$ cat config.mk
export PLATFORM = sky130hd
export DESIGN_NAME = reversi_move_sequencer
export DESIGN_NICKNAME = d
export VERILOG_FILES = /design/src/rtl/reversi_move_sequencer.sv
export SDC_FILE = /design/constraint.sdc
export NUM_CORES = 1
export LEC_CHECK = 0
export CORE_ASPECT_RATIO = 0.8
export CORE_MARGIN = 3
export CORE_UTILIZATION = 55
export DETAILED_ROUTE_END_ITERATION = 16
export PLACE_DENSITY = 0.81
export SLEW_MARGIN = 5
export SYNTH_ARGS = -nofsm -noshare
export SYNTH_HDL_FRONTEND = slang
export SYNTH_SLANG_ARGS = --single-unit
$ cat constraint.sdc
create_clock -name clk -period 6.45 [get_ports clk]
set_clock_uncertainty 0.15 [all_clocks]
set_input_delay 1.935 -clock clk [delete_from_list [all_inputs] [get_ports clk]]
set_output_delay 1.935 -clock clk [all_outputs]
set_load 0.01 [all_outputs]
$ cat src/rtl/reversi_move_sequencer.sv
// Purpose: validates one Reversi move against a 64-cell board and applies the flips and placement.
// Latency: 2 cycles for an occupied target, otherwise 1 + per-direction walk/flip cycles + place + done.
// Backpressure: none; go is only honoured in IDLE and ignored while busy, board reads are same-cycle.
module reversi_move_sequencer (
  input  logic       clk,
  input  logic       resetn,
  input  logic       go,
  input  logic [2:0] x,
  input  logic [2:0] y,
  input  logic       set_black,
  output logic [5:0] rd_addr,
  input  logic [1:0] rd_data,
  output logic       wr_en,
  output logic [5:0] wr_addr,
  output logic [1:0] wr_data,
  output logic       busy,
  output logic       done,
  output logic       legal,
  output logic [4:0] flip_cnt
);

  typedef enum logic [2:0] {
    S_IDLE, S_CHECK, S_DIR_INIT, S_SCAN, S_FLIP, S_NEXT_DIR, S_PLACE, S_DONE
  } state_t;

  localparam logic [1:0] CELL_BLACK = 2'd2;
  localparam logic [1:0] CELL_WHITE = 2'd3;

  state_t            state_q, state_d;
  logic [2:0]        tx_q, tx_d;
  logic [2:0]        ty_q, ty_d;
  logic              black_q, black_d;
  logic [2:0]        dir_q, dir_d;
  logic signed [3:0] wx_q, wx_d;
  logic signed [3:0] wy_q, wy_d;
  logic [2:0]        run_q, run_d;
  logic [2:0]        k_q, k_d;
  logic [4:0]        cnt_q, cnt_d;
  logic              legal_q, legal_d;

  logic signed [3:0] dx, dy;
  logic signed [3:0] tx_s, ty_s;
  logic [1:0]        own_col, opp_col;
  logic              walk_out;

  // Unit step for the current direction, clockwise from north (dy=-1 is north).
  always_comb begin
    dx = 4'sd0;
    dy = 4'sd0;
    case (dir_q)
      3'd0: begin dx =  4'sd0; dy = -4'sd1; end
      3'd1: begin dx =  4'sd1; dy = -4'sd1; end
      3'd2: begin dx =  4'sd1; dy =  4'sd0; end
      3'd3: begin dx =  4'sd1; dy =  4'sd1; end
      3'd4: begin dx =  4'sd0; dy =  4'sd1; end
      3'd5: begin dx = -4'sd1; dy =  4'sd1; end
      3'd6: begin dx = -4'sd1; dy =  4'sd0; end
      default: begin dx = -4'sd1; dy = -4'sd1; end
    endcase
  end

  // Colour decode and board-edge detect; walk stays within -1..8, so bit 3 flags off-board.
  always_comb begin
    own_col  = black_q ? CELL_BLACK : CELL_WHITE;
    opp_col  = black_q ? CELL_WHITE : CELL_BLACK;
    tx_s     = $signed({1'b0, tx_q});
    ty_s     = $signed({1'b0, ty_q});
    walk_out = wx_q[3] | wy_q[3];
  end

  // Next-state, datapath updates and board port drive.
  always_comb begin
    state_d = state_q;
    tx_d    = tx_q;
    ty_d    = ty_q;
    black_d = black_q;
    dir_d   = dir_q;
    wx_d    = wx_q;
    wy_d    = wy_q;
    run_d   = run_q;
    k_d     = k_q;
    cnt_d   = cnt_q;
    legal_d = legal_q;
    rd_addr = 6'd0;
    wr_en   = 1'b0;
    wr_addr = 6'd0;
    wr_data = 2'd0;
    case (state_q)
      S_IDLE: begin
        if (go) begin
          tx_d    = x;
          ty_d    = y;
          black_d = set_black;
          cnt_d   = 5'd0;
          legal_d = 1'b0;
          state_d = S_CHECK;
        end
      end
      S_CHECK: begin
        rd_addr = {ty_q, tx_q};
        // Codes 2 and 3 are discs; 0 and 1 are free cells.
        if (rd_data[1]) begin
          legal_d = 1'b0;
          state_d = S_DONE;
        end else begin
          dir_d   = 3'd0;
          state_d = S_DIR_INIT;
        end
      end
      S_DIR_INIT: begin
        wx_d    = tx_s + dx;
        wy_d    = ty_s + dy;
        run_d   = 3'd0;
        state_d = S_SCAN;
      end
      S_SCAN: begin
        rd_addr = {wy_q[2:0], wx_q[2:0]};
        if (walk_out) begin
          state_d = S_NEXT_DIR;
        end else if (rd_data == opp_col) begin
          run_d = run_q + 3'd1;
          wx_d  = wx_q + dx;
          wy_d  = wy_q + dy;
        end else if (rd_data == own_col) begin
          if (run_q == 3'd0) begin
            state_d = S_NEXT_DIR;
          end else begin
            // Rewind to the first bracketed disc and flip outward.
            wx_d    = tx_s + dx;
            wy_d    = ty_s + dy;
            k_d     = 3'd1;
            state_d = S_FLIP;
          end
        end else begin
          state_d = S_NEXT_DIR;
        end
      end
      S_FLIP: begin
        wr_en   = 1'b1;
        wr_addr = {wy_q[2:0], wx_q[2:0]};
        wr_data = own_col;
        if (k_q == run_q) begin
          cnt_d   = cnt_q + 5'(run_q);
          state_d = S_NEXT_DIR;
        end else begin
          wx_d = wx_q + dx;
          wy_d = wy_q + dy;
          k_d  = k_q + 3'd1;
        end
      end
      S_NEXT_DIR: begin
        if (dir_q == 3'd7) begin
          if (cnt_q != 5'd0) begin
            state_d = S_PLACE;
          end else begin
            legal_d = 1'b0;
            state_d = S_DONE;
          end
        end else begin
          dir_d   = dir_q + 3'd1;
          state_d = S_DIR_INIT;
        end
      end
      S_PLACE: begin
        wr_en   = 1'b1;
        wr_addr = {ty_q, tx_q};
        wr_data = own_col;
        legal_d = 1'b1;
        state_d = S_DONE;
      end
      S_DONE: begin
        state_d = S_IDLE;
      end
      default: begin
        state_d = S_IDLE;
      end
    endcase
  end

  // State and datapath registers; reset drops any move in progress.
  always_ff @(posedge clk or negedge resetn) begin
    if (!resetn) begin
      state_q <= S_IDLE;
      tx_q    <= 3'd0;
      ty_q    <= 3'd0;
      black_q <= 1'b0;
      dir_q   <= 3'd0;
      wx_q    <= 4'sd0;
      wy_q    <= 4'sd0;
      run_q   <= 3'd0;
      k_q     <= 3'd0;
      cnt_q   <= 5'd0;
      legal_q <= 1'b0;
    end else begin
      state_q <= state_d;
      tx_q    <= tx_d;
      ty_q    <= ty_d;
      black_q <= black_d;
      dir_q   <= dir_d;
      wx_q    <= wx_d;
      wy_q    <= wy_d;
      run_q   <= run_d;
      k_q     <= k_d;
      cnt_q   <= cnt_d;
      legal_q <= legal_d;
    end
  end

  // Status outputs; legal and flip_cnt hold their last result outside DONE.
  always_comb begin
    busy     = (state_q != S_IDLE);
    done     = (state_q == S_DONE);
    legal    = legal_q;
    flip_cnt = cnt_q;
  end

endmodule

==> impl_metrics.py <==
metrics = {
    "worst_hold_path": {
        "hold_depth": 1,
        "hp-start": "k_q[2]",
        "min_path_type": "reg2reg",
        "holdPathEnd": "k_q[2]",
    },
    "worst_setup_path": {
        "crit_slowest_cell": "dfrtp_1",
        "startpoint_type": "flop",
        "regToRegStartpoint": "dir_q[0]",
        "worstReg2RegEnd": "wx_q[3]",
        "worstSetupEndpointType": "output pin",
        "regToRegSetupSlack_ns": 3.43,
        "worstPathArrival_ns": 2.34,
        "crit_fanout": 24,
        "ff2ff_path_depth": 10,
        "criticalPathCategory": "reg2out",
        "crit_required_ns": 4.37,
        "cp_cell_sequence": "inv_1, nor2_1, clkdlybuf4s50_1",
        "cpPeakStageDelay_ns": 1.03,
    },
    "yosys": {
        "synthCells": 281,
        "ys_seq_area_share_pct": 32.46,
        "ys_ff_latch": 33,
        "ys_warn_count": 0,
        "synthDistinctLibCells": 41,
        "synth_nets": 322,
        "syn_area_per_cell_sq_um": 9.052,
        "synth.cell_area_sq_um": 2544,
    },
    "clock_network": {
        "clk-insertion-delay-late_ns": 0.28,
        "cts_setup_buffers": 0,
        "cts_buffer_depth": 2,
        "clk_pin_slew_ns": 0.06,
        "cts_hold_buf": 0,
        "clock-sinks": 33,
        "cts_tree": "done",
        "ctsResizeCount": 0,
        "ctsHtreeMaxLevel": 2,
        "cts-root-buf": "clkbuf_8",
        "numCtsBuffers": 5,
    },
    "timing": {
        "rsz0062_at_grt": "no",
        "timing.fmax_mhz": 226.1,
        "finalCritPeriodShare_pct": 68.58,
        "tightest_slew_ns": 1.044,
        "drv_slew": 0,
        "maxSlewHeadroom_pct": 30.38,
        "hold_viol": 0,
        "setup_tns_ns": 0,
        "setup_violations": 0,
        "layout_min_cycle_time_ns": 4.423,
    },
    "placed_design": {
        "dp_hpwl_um": 4032,
        "port_buffers": 34,
        "dpl_cell_area_sq_um": 2897,
        "place_inst": 361,
        "gp_congestion": 0.8632,
    },
    "pwr": {
        "p_leak_nw": 1.420,
        "fin_total_pwr_mw": 1.633,
        "powerDensity_nw_per_um2": 549.6,
        "max-vdd-ir-drop_uv": 273.4,
    },
    "final_layout": {
        "design_area_sq_um": 2970,
        "n_fill_cell": 364,
        "num_antenna_cells": 0,
        "drive_above_1_share_pct": 5.806,
        "final-seq-area_sq_um": 825.8,
        "area_growth_pct": 16.77,
        "fin_nets": 352,
        "fin_cells": 367,
        "multi_input_area_sq_um": 1588,
    },
    "run": {
        "max_cap_violations": 0,
    },
    "die": {
        "fp.dieW_um": 82.04,
        "placement_rows": 21,
        "core-area_sq_um": 4309,
        "io_pins": 35,
        "floorplan.initialDensity_pct": 59.03,
        "die_area_sq_um": 5482,
        "die_h_um": 66.83,
    },
    "drt": {
        "route.detailed.drc": 0,
        "post_drt_wl_per_cell_um": 14.74,
        "via_per_inst": 5.624,
        "first_pass_iters": 4,
        "routed_wl_um": 5408,
        "drtIter0Drc": 115,
        "vias": 2064,
        "ant_nets": 0,
    },
    "global_routing": {
        "grt_pass1_wl_um": 8963,
        "antenna_found_initial": 0,
        "grt_max_degree": 34,
        "grtUsageTotal_pct": 21.61,
        "overflow": 0,
        "grt_pass1_vias": 1922,
    },
    "outcome": {
        "status": "finished, final reports clean",
    },
}
==> power breakdown <==
part	internal, mW	switching [mW]
combinational	0.505	0.527
clock	0.0708	0.0705
sequential	0.301	0.159
total	0.877	0.756
==> cell usage in the layout (no fill, tap or decap), types with 3 or more instances in the layout <==
cell             synthesis  final
dfrtp_1                 33     33
or4_1                    3      3
nand3_1                  5      5
a21o_1                   5      5
mux2i_1                 17     17
nor2b_1                  3      3
a21oi_1                 12     12
clkdlybuf4s50_1          0     34
mux2_2                   4      4
ha_1                    24     24
or3_1                    4      4
o21ai_0                 16     16
clkbuf_8                 0      5
a22o_1                   4      4
xor2_1                  11     11
fa_1                     5      5
inv_1                   17     17
nand2_1                 43     43
nor2_1                  27     27
nor3_1                   6      6
xnor2_1                  6      6
==> worst max-delay path, delay by kind of cell (launching register included) <==
family | cells | cell delay, ns
flip-flops | 1 | 1.03
buffers and inverters | 2 | 0.82
AND/OR/NAND/NOR | 1 | 0.19
==> layout make-up <==
class | instances | share of cell area [%]
repair buffers | 35 | 11.71
inverters | 17 | 2.148
multi-input cells | 219 | 53.45
well taps | 57 | 2.401
flip-flops and latches | 33 | 27.80
clock inverters | 1 | 0.1685
clock buffers | 5 | 2.317
==> cell families after synthesis <==
group           synth area share [%]
xor+xnor                       5.853
simple gates                   18.84
buf+inv                        5.116
flops                          32.46
fa+ha+maj                      15.74
mux                            8.460
compound gates                 13.53
==> worst max-delay path by stage <==
stage | from | end | slack [ns] | cells past startpoint
after detailed placement | rd_data[1] | run_q[0] | 2.20 | 4
final | state_q[1] | done | 2.03 | 3
after global placement | rd_data[1] | run_q[0] | 2.28 | 4
after CTS | state_q[1] | done | 2.03 | 3
after floorplan | rd_data[1] | run_q[0] | 2.99 | 3
after global routing | state_q[1] | done | 1.86 | 3
==> sequential cells by signal, indices dropped and copies added, names as in the netlist <==
register	flops
wy_q	4
dir_q	3
black_q	1
tx_q	3
flip_cnt	5
legal	1
ty_q	3
state_q	3
wx_q	4
k_q	3
run_q	3
==> per-stage QoR <==
step                hold slack, ns  setup WS, ns  util [%]
floorplan                   0.3206         2.995         -
global placement            0.3489         2.282     67.22
detailed placement          0.3525         2.200     67.22
CTS                         0.3614         2.032     68.93
global route                0.3829         1.857     68.93
finish                      0.3639         2.027     68.93
==> cell usage after synthesis <==
| master | instances | area [sq um] |
|---|---|---|
| or4_1 | 3 | 22.52 |
| a22o_1 | 4 | 35.03 |
| and3b_1 | 1 | 8.760 |
| and2_1 | 1 | 6.260 |
| or3b_2 | 1 | 8.760 |
| nor2b_1 | 3 | 18.77 |
| nand2b_1 | 1 | 6.260 |
| mux2i_1 | 17 | 170.2 |
| and4_1 | 1 | 8.760 |
| dfrtp_1 | 33 | 825.8 |
| a211oi_1 | 1 | 7.510 |
| o21ai_0 | 16 | 80.08 |
| a31o_2 | 1 | 8.760 |
| buf_2 | 2 | 10.01 |
| buf_4 | 1 | 7.510 |
| a211o_1 | 1 | 8.760 |
| nand3b_1 | 2 | 15.01 |
| nor2_1 | 27 | 101.4 |
| fa_1 | 5 | 100.1 |
| o21ba_2 | 2 | 20.02 |
| o221ai_1 | 1 | 8.760 |
| a31oi_4 | 1 | 21.27 |
| nor3b_1 | 2 | 15.01 |
| xor2_1 | 11 | 96.34 |
| a21o_1 | 5 | 37.54 |
| nand4_1 | 2 | 12.51 |
| mux2_2 | 4 | 45.04 |
| nand2_1 | 43 | 161.4 |
| a21oi_1 | 12 | 60.06 |
| inv_1 | 17 | 63.81 |
| a2bb2oi_1 | 2 | 17.52 |
| a311oi_4 | 1 | 26.28 |
| or3_1 | 4 | 25.02 |
| nand2b_4 | 1 | 13.76 |
| nand3_1 | 5 | 25.02 |
| xnor2_1 | 6 | 52.55 |
| nor3_1 | 6 | 30.03 |
| a31oi_1 | 2 | 12.51 |
| buf_6 | 2 | 22.52 |
| ha_1 | 24 | 300.3 |
| clkbuf_1 | 7 | 26.28 |
==> layer usage <==
| metal | part of all wire, % | vias up | GRT usage, % |
|---|---|---|---|
| met3 | 4.4 | 8 | 4.054 |
| li1 | - | 1024 | - |
| met1 | 51 | 984 | 31.48 |
| met2 | 44 | 48 | 32.06 |
| met5 | 0 | - | 0 |
| met4 | 1.1 | 0 | 7.054 |
(Power assumes the default switching activity.)
==> patch 1, RTL diff (same settings) <==
Encoding of `state_t`: now one-hot (8 bits for 8 states).
--- a/src/rtl/reversi_move_sequencer.sv
+++ b/src/rtl/reversi_move_sequencer.sv
@@ -19,8 +19,8 @@
   output logic [4:0] flip_cnt
 );
 
-  typedef enum logic [2:0] {
-    S_IDLE, S_CHECK, S_DIR_INIT, S_SCAN, S_FLIP, S_NEXT_DIR, S_PLACE, S_DONE
+  typedef enum logic [7:0] {
+    S_IDLE = 8'b00000001, S_CHECK = 8'b00000010, S_DIR_INIT = 8'b00000100, S_SCAN = 8'b00001000, S_FLIP = 8'b00010000, S_NEXT_DIR = 8'b00100000, S_PLACE = 8'b01000000, S_DONE = 8'b10000000
   } state_t;
 
   localparam logic [1:0] CELL_BLACK = 2'd2;
Function: no difference found for any inputs over 10 cycles, from zero or initial values and one cycle with resetn low; not proved beyond that.
==> patch 1 against the original RTL <==
  * Clock power rose by 23%
  * Core utilization fell by 1.4 points
  * Area after synthesis rose by 6.8%
  * Critical path type unchanged
  * Worst setup slack got worse by 0.80 ns
  * Non-clock buffer count fell by 1
  * Register-to-register slack got worse by 0.14 ns
  * Sequential cell count rose by 5
  * Critical endpoint is now wr_data[0]
  * Routed wire length rose by 25%
  * Power fell by 25%
  * Largest cell class unchanged
  * Cell area rose by 6.4%
==> patch 1: results (changes against the original RTL) <==
stage	metric	value	unit	change
setup_path	r2r-end	wy_q[2]		
clocking	clock_latency	0.30	ns	+0.02 ns
synthesis	synthesis.nets	319		-0.93%
setup_path	arrival	3.14	ns	+0.80 ns
placement	place_ws	1.57	ns	-0.633 ns
final_layout	stdcell_count	373		+1.6%
routing	drt_iter0_drc	183		+59%
sta	hold_slack	0.401	ns	+0.0374 ns
routing	dr.pass1.iters	5		+1
synthesis	avgSynthCellArea	9.57	sq um	+5.7%
synthesis	seq_area_frac_synth	0.350		+0.0257
final_layout	largest_reg_flops	8		+3
global_routing	grt_pass1_wl	11100	um	+24%
global_routing	grt_start_max_net_pins	39		+15%
min_path	hold_end	k_q[1]		
clocking	postCtsHoldBufs	0		unchanged
synthesis	synthTopCellsByCount	dfrtp_1, nand2_1, ha_1, nor2_1, a22o_1		
global_routing	grt_pass1_vias	2240		+17%
sta	finalWorstSetupSlack	1.22	ns	-0.802 ns
outcome	outcome	completed		
global_routing	grtUsageTotal	0.247		+0.0307
setup_path	cp_max_fo	11		-54%
routing	wire_per_inst	18.1	um	+23%
sta	tightest_slew	0.886	ns	-0.159 ns
min_path	min_from	k_q[1]		
placement	dp_hpwl	4830	um	+20%
setup_path	r2r_slack	3.29	ns	-0.14 ns
placement	gp_congestion	0.872		+0.98%
final_layout	final_nets	347		-1.4%
synthesis	ys_top_cells_by_area	dfrtp_1, ha_1, a22o_1		
setup_path	max_stage_delay	0.75	ns	-0.28 ns
pwr	leakage	1.39	nW	-2.1%
setup_path	slowest_stage	nor3b_2		
final_layout	fill_cells	377		+3.6%
routing	vias_per_cell	6.29		+12%
pwr	vdd_drop_max	246	uV	-9.8%
final_layout	drive_above_1_share	0.0927		+0.0346
pwr	internal-power	0.690	mW	-21%
synthesis	ys_types	61		+49%
patch 1: changes by cell type in the layout (fill, tap and decap cells not counted), moves of 7 or more:
cell / change
nand2_1: -20
nor2_1: -11
xor2_1: -7
a22o_1: +11
mux2i_1: -8
patch 1: metal layers:
metal | global-route usage | vias to the layer above | wire (um)
li1 | - | 1115 | -
met4 | 0.0791 | 0 | 95
met1 | 0.356 | 1134 | 3230
met3 | 0.0451 | 12 | 431
met2 | 0.378 | 87 | 2990
met5 | 0 | - | 0
patch 1: layout make-up:
type                            count  share of cell area
Clock inverter                      1             0.00158
Sequential cell                    38               0.301
Inverter                           12              0.0143
Clock buffer                        7              0.0273
Tap cell                           60              0.0238
Multi-Input combinational cell    221               0.526
Timing Repair Buffer               34               0.106
patch 1: logic make-up after synthesis:
family / after synthesis / share of synthesized area
mux: 16 / 0.0622
simple gates: 93 / 0.200
buf+inv: 25 / 0.0382
compound gates: 74 / 0.192
fa+ha+maj: 23 / 0.109
xor+xnor: 15 / 0.0483
flops: 38 / 0.350
patch 1: worst max path at each step:
stage,start,endpoint,depth (start not counted)
global placement,state_q[2],wr_data[0],6
global route,state_q[2],wr_data[0],6
finish,state_q[2],wr_data[0],6
CTS,state_q[2],wr_data[0],6
floorplan,state_q[4],wr_data[0],6
detailed placement,state_q[2],wr_data[0],6
patch 1: critical path, delay by kind of cell, from the launching register on:
| family | cells | cell delay, ns |
|---|---|---|
| buf+inv | 1 | 0.54 |
| flops | 1 | 0.51 |
| simple gates | 5 | 1.80 |
patch 1: power by group through the flow:
stage               logic [mW]  clock network, mW  registers (mW)
finish                   0.617              0.174           0.427
global route             0.696              0.188           0.441
detailed placement       0.602                  0           0.427
floorplan                0.495                  0           0.377
CTS                      0.612              0.177           0.423
global placement         0.580                  0           0.424
patch 1: per-stage QoR:
| stage | util | cell area [sq um] |
|---|---|---|
| after floorplan | - | 2720 |
| after global placement | 0.656 | 3070 |
| after detailed placement | 0.656 | 3070 |
| after CTS | 0.675 | 3160 |
| after global routing | 0.675 | 3160 |
| final | 0.675 | 3160 |
==> patch 2, RTL diff (same flow settings) <==
Without the edit above. Reset style: synchronous (`resetn`), changed in one clocked block.
--- a/src/rtl/reversi_move_sequencer.sv
+++ b/src/rtl/reversi_move_sequencer.sv
@@ -178,7 +178,7 @@
   end
 
   // State and datapath registers; reset drops any move in progress.
-  always_ff @(posedge clk or negedge resetn) begin
+  always_ff @(posedge clk) begin
     if (!resetn) begin
       state_q <= S_IDLE;
       tx_q    <= 3'd0;
Behaviour: differs if resetn is asserted again (counterexample within 4 cycles, from zero or initial values and one cycle with resetn low); with resetn held inactive, the same outputs for 10 cycles.
==> patch 2 against the original RTL <==
  * Count of clock-buffer cells in the layout increased by 2
  * Routed wire length increased by 8.1%
  * Worst setup slack improved by 0.099 ns
  * Area after synthesis increased by 1.2%
  * Sequential cell count unchanged
  * Highest routed layer unchanged
  * Via count increased by 5.1%
  * Cell area increased by 1.9%
Power is not compared: it rests on default switching activity, and its combinational part moved more than twofold at a synthesized area within 25%.
==> patch 2: results (changes against the original RTL) <==
stage	metric	value	unit	change
synthesis	synthMuxAreaShare	0.0627		-0.0219
routing	drt_iter0_drc	127		+10%
final_layout	drive_above_1_share	0.0706		+0.0125
pwr	leakage	1.26	nW	
placement	dp_hpwl	4260	um	+5.7%
setup_path	critPathLaunch	state_q[0]		
setup_path	r2r-end	wx_q[3]		
setup_path	arrival	2.24	ns	-0.10 ns
setup_path	max_stage_delay	0.74	ns	-0.29 ns
synthesis	async_flop_share	0		-1.00
global_routing	grtUsageTotal	0.230		+0.0142
pwr	p_seq_frac	0.398		
final_layout	largest_reg_flops	5		unchanged
pwr	p_per_area	202	nW/um^2	
synthesis	synth_xor_xnor_area_share	0.0471		-0.0114
clocking	clock_latency	0.29	ns	
final_layout	stdcell_count	383		+4.4%
synthesis	ys_top_cells_by_area	dfxtp_1, ha_1, mux2i_1		
setup_path	cp_max_fo	18		-25%
synthesis	synth-compound-area-share	0.208		+0.0727
clocking	post_cts_buffers	0		unchanged
routing	routed_wirelength	5850	um	+8.1%
synthesis	seq_area_frac_synth	0.257		-0.0681
global_routing	grt_start_max_net_pins	35		+2.9%
synthesis	synthesis.nets	337		+4.7%
setup_path	crit_path_end	wr_data[1]		
outcome	outcome	completed		
clocking	htreeDepth	2		unchanged
global_routing	grt_pass1_wl	9710	um	+8.3%
clocking	root_buffer	clkbuf_8		
setup_path	cp_top_family	flip-flops		
setup_path	r2r_slack	3.34	ns	-0.09 ns
synthesis	synthTopCellsByCount	nand2_1, dfxtp_1, ha_1, nor2_1		
clocking	clk_pin_slew	0.08	ns	+0.02 ns
sta	worst_slew_margin_rel	0.349		+0.0454
pwr	p_sw_frac	0.316		
placement	gp_congestion	0.904		+4.8%
synthesis	avgSynthCellArea	8.70	sq um	-3.9%
synthesis	synthAdderAreaFrac	0.155		-0.00191
routing	num_vias	2170		+5.1%
global_routing	grt_pass1_vias	2059		+7.1%
setup_path	slowest_stage	dfxtp_1		
clocking	cts_resized	0		unchanged
setup_path	worstReg2RegStart	dir_q[0]		
synthesis	synthFlopType	dfxtp_1		
synthesis	ys_types	59		+44%
final_layout	final_nets	366		+4.0%
-- patch 2: worst min path at each step --
stage | endpoint | startpoint | slack (ns) | cells past startpoint
floorplan | ty_q[0] | ty_q[0] | 0.32 | 2
global placement | legal | legal | 0.33 | 2
detailed placement | legal | legal | 0.33 | 2
CTS | flip_cnt[2] | flip_cnt[2] | 0.34 | 2
global route | flip_cnt[2] | flip_cnt[2] | 0.36 | 2
finish | flip_cnt[2] | flip_cnt[2] | 0.34 | 2
-- patch 2: logic make-up (layout without fill, tap and decap cells) --
family                     after synthesis  in the layout
DFF                                     33             33
xor gates and xnor gates                13             13
adders and majority gates               29             29
buffers and inverters                   29             59
muxes                                   16             16
and+or+nand+nor                        107            107
AOI/OAI and AO/OA                       69             69
-- patch 2: final cells by class --
| class | count | area [sq um] |
|---|---|---|
| fill | 363 | 1310 |
| clock buffer | 7 | 86.3 |
| timing repair buffer | 36 | 355 |
| clock inverter | 1 | 30.0 |
| inverter | 15 | 56.3 |
| tap | 57 | 71.3 |
| multi-input combinational | 234 | 1770 |
| sequential | 33 | 661 |
-- patch 2: per-layer routing --
layer / track usage / vias up / part of all wire / wire length, um
li1: - / 1090 / - / -
met5: 0 / - / 0 / 0
met2: 0.359 / 58 / 0.43 / 2530
met1: 0.322 / 1011 / 0.49 / 2860
met3: 0.0467 / 11 / 0.067 / 389
met4: 0.0673 / 0 / 0.013 / 76
-- patch 2: stage by stage --
stage           util  setup WS (ns)  cell area [sq um]
2_1_floorplan      -           2.99               2570
3_3_place_gp   0.672           2.42               2910
3_5_place_dp   0.672           2.34               2910
4_1_cts        0.698           2.13               3030
5_1_grt        0.698           2.04               3030
6_report       0.698           2.13               3030
